### src/rtl/uart_program_loader_pkg.sv
// rtl/uart_program_loader_pkg.sv - shared types, constants and helpers for the UART program loader
package uart_program_loader_pkg;

  typedef enum logic [1:0] {
    ST_IDLE     = 2'd0,
    ST_LOAD     = 2'd1,
    ST_CHECK    = 2'd2,
    ST_HOLD_ERR = 2'd3
  } ld_state_e;

  typedef enum logic [1:0] {
    RX_IDLE  = 2'd0,
    RX_START = 2'd1,
    RX_DATA  = 2'd2,
    RX_STOP  = 2'd3
  } rx_state_e;

  localparam logic [7:0] SYNC_BYTE_DEFAULT = 8'hA5;

  function automatic int unsigned clks_per_bit(input int unsigned clk_hz, input int unsigned baud);
    return clk_hz / baud;
  endfunction

endpackage

### src/rtl/uart_program_loader_uart_rx.sv
// rtl/uart_program_loader_uart_rx.sv - 8N1 UART receiver with input synchroniser
// Emits one-cycle byte_valid on a good stop bit, one-cycle frame_err otherwise.
module uart_rx
  import uart_program_loader_pkg::*;
#(
  parameter int unsigned CLK_HZ = 100000000,
  parameter int unsigned BAUD   = 115200
) (
  input  logic       clk,
  input  logic       rst,
  input  logic       rx,
  output logic [7:0] byte_data,
  output logic       byte_valid,
  output logic       frame_err
);

  localparam int unsigned CPB   = clks_per_bit(CLK_HZ, BAUD);
  localparam int unsigned HALF  = CPB / 2;
  localparam int          CNT_W = $clog2(CPB + 1);

  logic            sync1_q, sync2_q;
  rx_state_e       st_q, st_d;
  logic [CNT_W-1:0] cnt_q, cnt_d;
  logic [2:0]      bit_q, bit_d;
  logic [7:0]      shift_q, shift_d;
  logic            valid_q, valid_d;
  logic            ferr_q, ferr_d;

  always_ff @(posedge clk or posedge rst) begin
    if (rst) begin
      sync1_q <= 1'b1;
      sync2_q <= 1'b1;
      st_q    <= RX_IDLE;
      cnt_q   <= '0;
      bit_q   <= '0;
      shift_q <= '0;
      valid_q <= 1'b0;
      ferr_q  <= 1'b0;
    end else begin
      sync1_q <= rx;
      sync2_q <= sync1_q;
      st_q    <= st_d;
      cnt_q   <= cnt_d;
      bit_q   <= bit_d;
      shift_q <= shift_d;
      valid_q <= valid_d;
      ferr_q  <= ferr_d;
    end
  end

  // Mid-start re-sample rejects glitches shorter than half a bit.
  always_comb begin
    st_d    = st_q;
    cnt_d   = cnt_q;
    bit_d   = bit_q;
    shift_d = shift_q;
    valid_d = 1'b0;
    ferr_d  = 1'b0;
    case (st_q)
      RX_IDLE: begin
        if (!sync2_q) begin
          st_d  = RX_START;
          cnt_d = '0;
        end
      end
      RX_START: begin
        if (cnt_q == CNT_W'(HALF - 1)) begin
          cnt_d = '0;
          bit_d = '0;
          st_d  = sync2_q ? RX_IDLE : RX_DATA;
        end else begin
          cnt_d = cnt_q + 1'b1;
        end
      end
      RX_DATA: begin
        if (cnt_q == CNT_W'(CPB - 1)) begin
          cnt_d   = '0;
          shift_d = {sync2_q, shift_q[7:1]};
          bit_d   = bit_q + 1'b1;
          if (bit_q == 3'd7) st_d = RX_STOP;
        end else begin
          cnt_d = cnt_q + 1'b1;
        end
      end
      RX_STOP: begin
        if (cnt_q == CNT_W'(CPB - 1)) begin
          cnt_d   = '0;
          st_d    = RX_IDLE;
          valid_d = sync2_q;
          ferr_d  = !sync2_q;
        end else begin
          cnt_d = cnt_q + 1'b1;
        end
      end
      default: st_d = RX_IDLE;
    endcase
  end

  assign byte_data  = shift_q;
  assign byte_valid = valid_q;
  assign frame_err  = ferr_q;

endmodule

### src/rtl/uart_program_loader.sv
// rtl/uart_program_loader.sv - UART program loader: sync byte then RAM_DEPTH bytes into CPU RAM
// Optional trailing checksum byte enabled by UART_LOADER_CHECKSUM_EN.
module uart_program_loader
  import uart_program_loader_pkg::*;
#(
  parameter int unsigned CLK_HZ       = 100000000,
  parameter int unsigned BAUD         = 115200,
  parameter int unsigned ADDR_W       = 4,
  parameter int unsigned RAM_DEPTH    = 16,
  parameter logic [7:0]  SYNC_BYTE    = SYNC_BYTE_DEFAULT,
  parameter int unsigned TIMEOUT_BITS = 40
) (
  input  logic              clk,
  input  logic              rst,
  input  logic              rx,
  output logic [ADDR_W-1:0] prog_addr,
  output logic [7:0]        prog_data,
  output logic              prog_we,
  output logic              cpu_hold,
  output logic              load_done,
  output logic              load_err,
  output logic              busy
);

  localparam int unsigned GAP_LIMIT = TIMEOUT_BITS * clks_per_bit(CLK_HZ, BAUD);
  localparam int          GAP_W     = $clog2(GAP_LIMIT + 1);
  localparam int          CNT_W     = ADDR_W + 1;

  logic [7:0] rx_data;
  logic       rx_valid;
  logic       rx_ferr;

  uart_rx #(
    .CLK_HZ (CLK_HZ),
    .BAUD   (BAUD)
  ) u_rx (
    .clk        (clk),
    .rst        (rst),
    .rx         (rx),
    .byte_data  (rx_data),
    .byte_valid (rx_valid),
    .frame_err  (rx_ferr)
  );

  ld_state_e         state_q, state_d;
  logic [CNT_W-1:0]  addr_cnt_q, addr_cnt_d;
  logic [GAP_W-1:0]  gap_q, gap_d;
  logic [ADDR_W-1:0] prog_addr_q, prog_addr_d;
  logic [7:0]        prog_data_q, prog_data_d;
  logic              prog_we_q, prog_we_d;
  logic              load_done_q, load_done_d;
  logic              load_err_q, load_err_d;
  logic              cpu_hold_q, cpu_hold_d;
`ifdef UART_LOADER_CHECKSUM_EN
  logic [7:0]        sum_q, sum_d;
  logic              sum_ok;
  assign sum_ok = (8'(sum_q + rx_data) == 8'h00);
`endif

  logic             is_sync;
  logic             gap_expired;
  logic [CNT_W-1:0] addr_next;
  logic             image_full;

  assign is_sync     = rx_valid && (rx_data == SYNC_BYTE);
  assign gap_expired = (gap_q == GAP_W'(GAP_LIMIT - 1));
  assign addr_next   = addr_cnt_q + 1'b1;
  assign image_full  = (addr_next == CNT_W'(RAM_DEPTH));

  always_ff @(posedge clk or posedge rst) begin
    if (rst) begin
      state_q     <= ST_IDLE;
      addr_cnt_q  <= '0;
      gap_q       <= '0;
      prog_addr_q <= '0;
      prog_data_q <= '0;
      prog_we_q   <= 1'b0;
      load_done_q <= 1'b0;
      load_err_q  <= 1'b0;
      cpu_hold_q  <= 1'b0;
`ifdef UART_LOADER_CHECKSUM_EN
      sum_q       <= '0;
`endif
    end else begin
      state_q     <= state_d;
      addr_cnt_q  <= addr_cnt_d;
      gap_q       <= gap_d;
      prog_addr_q <= prog_addr_d;
      prog_data_q <= prog_data_d;
      prog_we_q   <= prog_we_d;
      load_done_q <= load_done_d;
      load_err_q  <= load_err_d;
      cpu_hold_q  <= cpu_hold_d;
`ifdef UART_LOADER_CHECKSUM_EN
      sum_q       <= sum_d;
`endif
    end
  end

  // A sync byte is ordinary data once inside LOAD; only IDLE and HOLD_ERR treat it as a restart.
  always_comb begin
    state_d    = state_q;
    addr_cnt_d = addr_cnt_q;
    gap_d      = gap_q;
`ifdef UART_LOADER_CHECKSUM_EN
    sum_d      = sum_q;
`endif
    case (state_q)
      ST_IDLE, ST_HOLD_ERR: begin
        if (is_sync) begin
          state_d    = ST_LOAD;
          addr_cnt_d = '0;
          gap_d      = '0;
`ifdef UART_LOADER_CHECKSUM_EN
          sum_d      = '0;
`endif
        end
      end
      ST_LOAD: begin
        if (rx_valid) begin
          gap_d      = '0;
          addr_cnt_d = addr_next;
`ifdef UART_LOADER_CHECKSUM_EN
          sum_d      = sum_q + rx_data;
          if (image_full) state_d = ST_CHECK;
`else
          if (image_full) state_d = ST_IDLE;
`endif
        end else if (rx_ferr || gap_expired) begin
          state_d = ST_HOLD_ERR;
        end else begin
          gap_d = gap_q + 1'b1;
        end
      end
`ifdef UART_LOADER_CHECKSUM_EN
      ST_CHECK: begin
        if (rx_valid) begin
          state_d = sum_ok ? ST_IDLE : ST_HOLD_ERR;
        end else if (rx_ferr || gap_expired) begin
          state_d = ST_HOLD_ERR;
        end else begin
          gap_d = gap_q + 1'b1;
        end
      end
`endif
      default: state_d = ST_IDLE;
    endcase
  end

  // cpu_hold covers both the current and next state so it falls one cycle after load_done.
  always_comb begin
    prog_we_d   = 1'b0;
    load_done_d = 1'b0;
    prog_addr_d = prog_addr_q;
    prog_data_d = prog_data_q;
    load_err_d  = load_err_q;
    cpu_hold_d  = (state_d != ST_IDLE) || (state_q != ST_IDLE);
    if (state_q == ST_LOAD && rx_valid) begin
      prog_we_d   = 1'b1;
      prog_addr_d = addr_cnt_q[ADDR_W-1:0];
      prog_data_d = rx_data;
`ifndef UART_LOADER_CHECKSUM_EN
      load_done_d = image_full;
`endif
    end
`ifdef UART_LOADER_CHECKSUM_EN
    if (state_q == ST_CHECK && state_d == ST_IDLE) load_done_d = 1'b1;
`endif
    if (state_q != ST_HOLD_ERR && state_d == ST_HOLD_ERR) load_err_d = 1'b1;
    if (state_q != ST_LOAD && state_d == ST_LOAD) load_err_d = 1'b0;
  end

  assign prog_addr = prog_addr_q;
  assign prog_data = prog_data_q;
  assign prog_we   = prog_we_q;
  assign load_done = load_done_q;
  assign load_err  = load_err_q;
  assign cpu_hold  = cpu_hold_q;
  assign busy      = (state_q != ST_IDLE);

endmodule

### config.mk
export PLATFORM = sky130hd
export DESIGN_NAME = uart_program_loader
export DESIGN_NICKNAME = d
export VERILOG_FILES = /design/src/rtl/uart_program_loader_pkg.sv /design/src/rtl/uart_program_loader_uart_rx.sv /design/src/rtl/uart_program_loader.sv
export SDC_FILE = /design/constraint.sdc
export NUM_CORES = 1
export LEC_CHECK = 0
export CORE_MARGIN = 5
export CORE_UTILIZATION = 55
export DETAILED_ROUTE_END_ITERATION = 12
export PLACE_DENSITY = 0.75
export SYNTH_ARGS = -nofsm -noshare
export SYNTH_HDL_FRONTEND = slang
export SYNTH_SLANG_ARGS = --single-unit
### constraint.sdc
create_clock -name clk -period 4.3 [get_ports clk]
set_input_delay 0.43 -clock clk [delete_from_list [all_inputs] [get_ports clk]]
set_output_delay 0.43 -clock clk [all_outputs]
set_load 0.03 [all_outputs]
==> run summary, run 1 <==
run status = complete, no violations
TNS Setup = 0 ns
largest stage delay on the critical path = 0.53 ns
Syn Nets = 326
design area = 0.00373 mm^2
final core utilization = 64.2%
leak pwr = 1.74 nW
crit end category = flip-flop
Clock transition at path regs = 0.07 ns
Syn Area/Cell = 10.5 um^2
share of the synthesized area in the top cell type = 49.4%
Peak VDD IR = 0.225 mV
die area = 0.00752 mm^2
clock power share = 47.6%
GPL Wtd Cong = 0.838
vias in the first global route = 2301
clk root buf = clkbuf_8
number of flops mapped to enable cells by yosys = 0
num ports = 20
vias per inst = 5.51
Final Cycle Share = 53.3%
main flop type after synthesis = dfrtp_1
CP required = 4.53 ns
DRT iter0 DRCs = 105
CTS resizes = 0
Fin. Hold Viols = 0
clk buf depth = 2
reg2reg start = state_q[1]$_DFF_PP0_
synthesis-stage register bit count = 66
Mapped Area = 0.00324 mm^2
Final #Nets = 352
PortBufs = 19
normalized max-slew margin = 45.9%
worst skew pair latency = 0.35 ns
Core Area = 0.00582 mm^2
Peak Freq = 436 MHz
routed wire length = 6.00 mm
Synth async-reset ratio = 100%
WS Path Type = flip-flop to flip-flop
clock skew = 0.0133 ns
synthesis-to-finish area growth = 15.3%
Net Switching = 252 uW
most area-consuming cells after synthesis = dfrtp_1 49%, mux2_2 5.9%, ha_1 5.8%, xor2_1 4.9%, nand2_1 4.3%
Min Hold Slack = 0.359 ns
HP Start = u_rx.sync1_q$_DFF_PP1_
Post-DP Area = 0.00351 mm^2
CP Cell Sequence = inv_1 > ha_1 > inv_1 > nor2_1 > a211oi_4 > nand4_1 > xor2_1 > nor2_1
Tightest Pin Transition = 0.811 ns
vias post-DR = 2280
DRT Pass-1 Iters = 4
Worst Hold End = u_rx.sync2_q$_DFF_PP1_
sw frac = 20.7%
final setup violation count = 0
Slew Limit Fails = 0
largest area contributor in the netlist = dfrtp_1
unrepaired setup endpoints after global routing = false
Post-DRT Antenna Nets = 0
total power draw = 1.22 mW
routed len/inst = 14.5 um
min-delay worst type = flip-flop to flip-flop
maxcap violations = 0
r2r endpoint = gap_q[12]$_DFFE_PP0P_
clock sinks = 66
initial antenna violation count = 0
critical path arrival = 2.53 ns
total CTS buffers = 9
Pwr Density = 326 mW/mm^2
Post-CTS Setup Repair Bufs = 0
Worst setup SP type = flip-flop
CTS hold repair buffers = 0
Die Wd = 86.7 um
sequential fraction of the synthesis area = 51.1%
fillers = 487
cells after synthesis = 308
total track usage = 18.3%
first-pass GRT wire length = 10.8 mm
Yosys cell types = 42
CTS tree = done
min Tclk post-route = 2.29 ns
dpl hpwl = 4.16 mm
Crit Path Max Fanout = 10
WP buf/inv = 2
GR Overflow Total = 0
sequential share of power = 51.2%
Internal = 965 uW
die height = 86.7 um
number of cells on the worst reg-to-reg path = 8
antenna cell count = 0
num rows = 28
combinational power share = 1.2%
layout cells sized above 1 = 13.3%
pin count of the biggest net entering global routing = 40
slowest CP cell = nor2_1
crit-path leading delay family = simple AND/OR/NAND/NOR gates
WHS Path Cells = 0
CTS H-tree depth = 3
DRC violations left = 0
R2R Setup Slk = 2.01 ns
Syn. warnings = 0
Starting Density = 55.7%
## cells by family (layout without fill, tap and decap cells)
| family | count (synthesis) | in the layout | share of synthesized area (%) |
|---|---|---|---|
| buf+inv | 18 | 49 | 2.12 |
| xor+xnor | 22 | 22 | 5.95 |
| simple gates | 125 | 125 | 19.3 |
| flops | 66 | 66 | 51.1 |
| compound gates | 43 | 43 | 9.27 |
| mux | 19 | 19 | 6.53 |
| fa+ha+maj | 15 | 15 | 5.79 |
## power by group through the flow
stage | combinational (mW) | sequential, mW | clock, mW
final | 0.0145 | 0.623 | 0.579
after global routing | 0.0176 | 0.623 | 0.617
after CTS | 0.0157 | 0.623 | 0.585
after detailed placement | 0.0158 | 0.635 | 0
after global placement | 0.0152 | 0.635 | 0
after floorplan | 0.00938 | 0.635 | 0
## cell usage after synthesis (2+ instances only)
cell type	n
a21o_1	2
a21oi_1	8
a21oi_2	2
a22o_1	2
and2_1	3
and3_1	4
and4_1	3
clkbuf_1	4
dfrtp_1	64
dfstp_2	2
ha_1	15
inv_1	12
mux2_2	17
mux2i_1	2
nand2_1	37
nand2b_1	3
nand3_1	12
nand4_1	13
nand4b_1	3
nor2_1	33
nor3_1	5
nor4_1	2
o21ai_0	21
xnor2_1	4
xor2_1	18
## sequential cells by signal (all words and copies together) (netlist names), 2 cells and up, named ones only
| signal | cells |
|---|---|
| addr_cnt_q | 5 |
| gap_q | 16 |
| prog_addr | 4 |
| prog_data | 8 |
| state_q | 2 |
| u_rx.bit_q | 3 |
| u_rx.byte_data | 8 |
| u_rx.cnt_q | 10 |
## metal layers
layer  GRT usage, %  wire [um]  vias to the layer above
met2           27.7       2760                       49
met5              0          0                        -
met3           3.42        256                       14
met1           25.4       2840                     1095
li1               -          -                     1122
met4           9.07        144                        0
## worst reg2reg max path, delay by kind of cell (launching register included)
kind            cells  cell delay, ns
compound gates      1            0.21
xor+xnor            1            0.18
fa+ha+maj           1            0.30
buf+inv             2            0.30
flops               1            0.42
simple gates        3            0.77
## cell usage in the layout (no fill, tap or decap), drive strengths merged, types with 2 or more instances in the layout
cell / n
dfrtp: 64
buf: 2
nand4: 13
inv: 12
bufinv: 2
mux2: 17
nor2: 33
xnor2: 4
a21o: 2
clkdlybuf4s50: 19
ha: 15
nor4: 2
o21ai: 21
a21oi: 10
a211oi: 2
a22o: 2
nand4b: 3
and2: 3
nand3: 12
nor3: 5
clkinv: 2
dfstp: 2
clkbuf: 11
nand2: 37
and4: 3
nand2b: 3
xor2: 18
and3: 4
mux2i: 2
## per-stage QoR
step	setup slack (ns)	cells
3_3_place_gp	2.12	398
6_report	2.01	414
5_1_grt	1.84	414
3_5_place_dp	2.06	398
2_1_floorplan	2.22	308
4_1_cts	2.02	414
## final cells by class
| class | instances | area [um^2] | share of cell area, % |
|---|---|---|---|
| flip-flops and latches | 66 | 1650 | 44.3 |
| repair buffers | 21 | 205 | 5.50 |
| well taps | 75 | 93.8 | 2.51 |
| clock buffers | 11 | 141 | 3.79 |
| inverters | 12 | 45.0 | 1.21 |
| multi-input cells | 224 | 1520 | 40.6 |
| clock inverters | 5 | 77.6 | 2.08 |
## how the worst max path moves through the flow
stage                               from                    endpoint  slack (ns)  depth (start not counted)
floorplan                            rst  asynchronous set/reset pin        2.22                          1
global placement    state_q[1]$_DFF_PP0_       gap_q[12]$_DFFE_PP0P_        2.12                          8
detailed placement  state_q[1]$_DFF_PP0_       gap_q[12]$_DFFE_PP0P_        2.06                          8
CTS                 state_q[1]$_DFF_PP0_       gap_q[12]$_DFFE_PP0P_        2.02                          8
global route        state_q[1]$_DFF_PP0_       gap_q[11]$_DFFE_PP0P_        1.84                          8
finish              state_q[1]$_DFF_PP0_       gap_q[12]$_DFFE_PP0P_        2.01                          8
Power figures use the tool's default switching activity.
==> inputs of run 2 (changes only) <==
Settings changed: CORE_UTILIZATION 55 to 53.
Clock period 4.3 ns to 2.1 ns, I/O delays scaled along.
==> run summary, run 2 (synthesis results as in run 1) <==
first-pass GRT wire length = 11.0 mm (was 10.8 mm)
WS Path Type = flip-flop to flip-flop (unchanged)
Core Area = 0.00592 mm^2 (was 0.00582 mm^2)
initial antenna violation count = 0 (unchanged)
dpl cells = 415 (was 398)
commonest non-fill, non-tap cell in the layout = dfrtp_1 (unchanged)
vias in the first global route = 2400 (was 2301)
Clock transition at path regs = 0.07 ns (about the same)
CTS H-tree depth = 3 (unchanged)
Fin. Hold Viols = 0 (unchanged)
leak pwr = 1.88 nW (was 1.74 nW)
fin cells = 438 (was 414)
total CTS buffers = 9 (unchanged)
origin of the worst setup path = gap_q[0]$_DFFE_PP0P_ (was state_q[1]$_DFF_PP0_)
final setup violation count = 0 (unchanged)
Post-DRT Antenna Nets = 0 (unchanged)
max FFs per register = 16 (unchanged)
synthesis-to-finish area growth = 21.4% (was 15.3%)
clk buf depth = 2 (unchanged)
vias post-DR = 2408 (was 2280)
normalized max-slew margin = 65.4% (was 45.9%)
Pwr Density = 624 mW/mm^2 (was 326 mW/mm^2)
pin count of the biggest net entering global routing = 36 (was 40)
min Tclk post-route = 2.01 ns (was 2.29 ns)
die height = 88.2 um (was 86.7 um)
routed len/inst = 14.8 um (was 14.5 um)
R2R Setup Slk = 0.09 ns (was 2.01 ns)
Worst setup SP type = flip-flop (unchanged)
Slew Limit Fails = 0 (unchanged)
layout cells sized above 1 = 19.0% (was 13.3%)
die area = 0.00778 mm^2 (was 0.00752 mm^2)
Crit Path Max Fanout = 5 (was 10)
clk root buf = clkbuf_8 (unchanged)
DRT Pass-1 Iters = 4 (unchanged)
GR Overflow Total = 0 (unchanged)
crit end category = flip-flop (unchanged)
clock skew = 0.00813 ns (was 0.0133 ns)
vias per inst = 5.50 (was 5.51)
total power draw = 2.45 mW (was 1.22 mW)
GPL Wtd Cong = 0.804 (was 0.838)
clock sinks = 66 (unchanged)
min-delay worst type = input port to asynchronous set/reset pin (was flip-flop to flip-flop)
design area = 0.00393 mm^2 (was 0.00373 mm^2)
critical path arrival = 2.23 ns (was 2.53 ns)
Final #Nets = 376 (was 352)
Post-DP Area = 0.00364 mm^2 (was 0.00351 mm^2)
most frequent cells in the layout = 64 x dfrtp_1, 37 x nand2_1, 33 x nor2_1, 24 x buf_4, 21 x o21ai_0 (was 64 x dfrtp_1, 37 x nand2_1, 33 x nor2_1, 21 x o21ai_0, 19 x clkdlybuf4s50_1)
PortBufs = 19 (unchanged)
reg2reg start = gap_q[0]$_DFFE_PP0P_ (was state_q[1]$_DFF_PP0_)
num rows = 28 (unchanged)
worst skew pair latency = 0.33 ns (was 0.35 ns)
DRT iter0 DRCs = 106 (was 105)
maxcap violations = 0 (unchanged)
Die Wd = 88.2 um (was 86.7 um)
dpl hpwl = 4.42 mm (was 4.16 mm)
run status = complete, no violations (unchanged)
CTS hold repair buffers = 0 (unchanged)
num ports = 20 (unchanged)
total track usage = 18.3% (about the same)
antenna cell count = 0 (unchanged)
CTS tree = done (unchanged)
Peak Freq = 497 MHz (was 436 MHz)
Peak VDD IR = 0.409 mV (was 0.225 mV)
DRC violations left = 0 (unchanged)
largest registers = gap_q x16, u_rx.cnt_q x10 (unchanged)
Final Cycle Share = 95.9% (was 53.3%)
largest reg by FF count = gap_q (unchanged)
Tightest Pin Transition = 0.518 ns (was 0.811 ns)
CP required = 2.32 ns (was 4.53 ns)
routed wire length = 6.50 mm (was 6.00 mm)
Starting Density = 54.7% (was 55.7%)
run 2: cell type report:
cell class | count | area [um^2]
fill | 451 | 1990
timing repair buffer | 45 | 389
sequential | 66 | 1650
tap | 75 | 93.8
multi-input combinational | 224 | 1540
clock inverter | 5 | 78.8
clock buffer | 11 | 131
inverter | 12 | 45.0
run 2: path summary, 6_finish.rpt:
kind                                             endpoint  cells past startpoint
max in group asynchronous            gap_q[5]$_DFFE_PP0P_                      3
worst max register to register      gap_q[15]$_DFFE_PP0P_                      7
worst min-delay path            u_rx.cnt_q[0]$_DFFE_PP0P_                      3
worst max-delay path                gap_q[15]$_DFFE_PP0P_                      7
worst min register to register     u_rx.sync2_q$_DFF_PP1_                      0
min in group clk                   u_rx.sync1_q$_DFF_PP1_                      1
run 2: worst max-delay path, cell delays in order (launching register included):
cell	delay, ns
dfrtp_1	0.38
ha_1	0.21
and3_1	0.22
a41o_4	0.32
a2111oi_4	0.40
nand4_1	0.16
xor2_1	0.16
nor2_1	0.05
run 2: layer usage:
metal / vias to the layer above / wire length (um) / track usage (%)
li1: 1176 / - / -
met1: 1171 / 2810 / 22.6
met2: 51 / 3330 / 30.7
met3: 10 / 258 / 4.52
met4: 0 / 91 / 7.01
met5: - / 0 / 0
run 2: metrics by stage:
step                setup slack [ns]  TNS [ns]  hold slack [ns]  utilization [%]
floorplan                     0.0381         0            0.214                -
CTS                           0.0183         0            0.270             65.1
finish                        0.0864         0            0.266             66.4
global placement              0.0607         0            0.346             61.5
global route                 -0.0185   -0.0266            0.262             66.4
detailed placement           -0.0315   -0.0315            0.349             61.5
run 2: what timing repair did:
item	in CTS	in global routing
setup endpoints to repair	2	23
cloned	0	1
resized for setup	0	5
setup buffers	0	6
pin swaps	1	7
run 2: power by group:
| group | total [mW] | internal, mW | switching, mW |
|---|---|---|---|
| registers | 1.28 | 1.27 | 0.00250 |
| logic | 0.0310 | 0.00644 | 0.0246 |
| clock network | 1.14 | 0.668 | 0.477 |
| total | 2.45 | 1.95 | 0.504 |
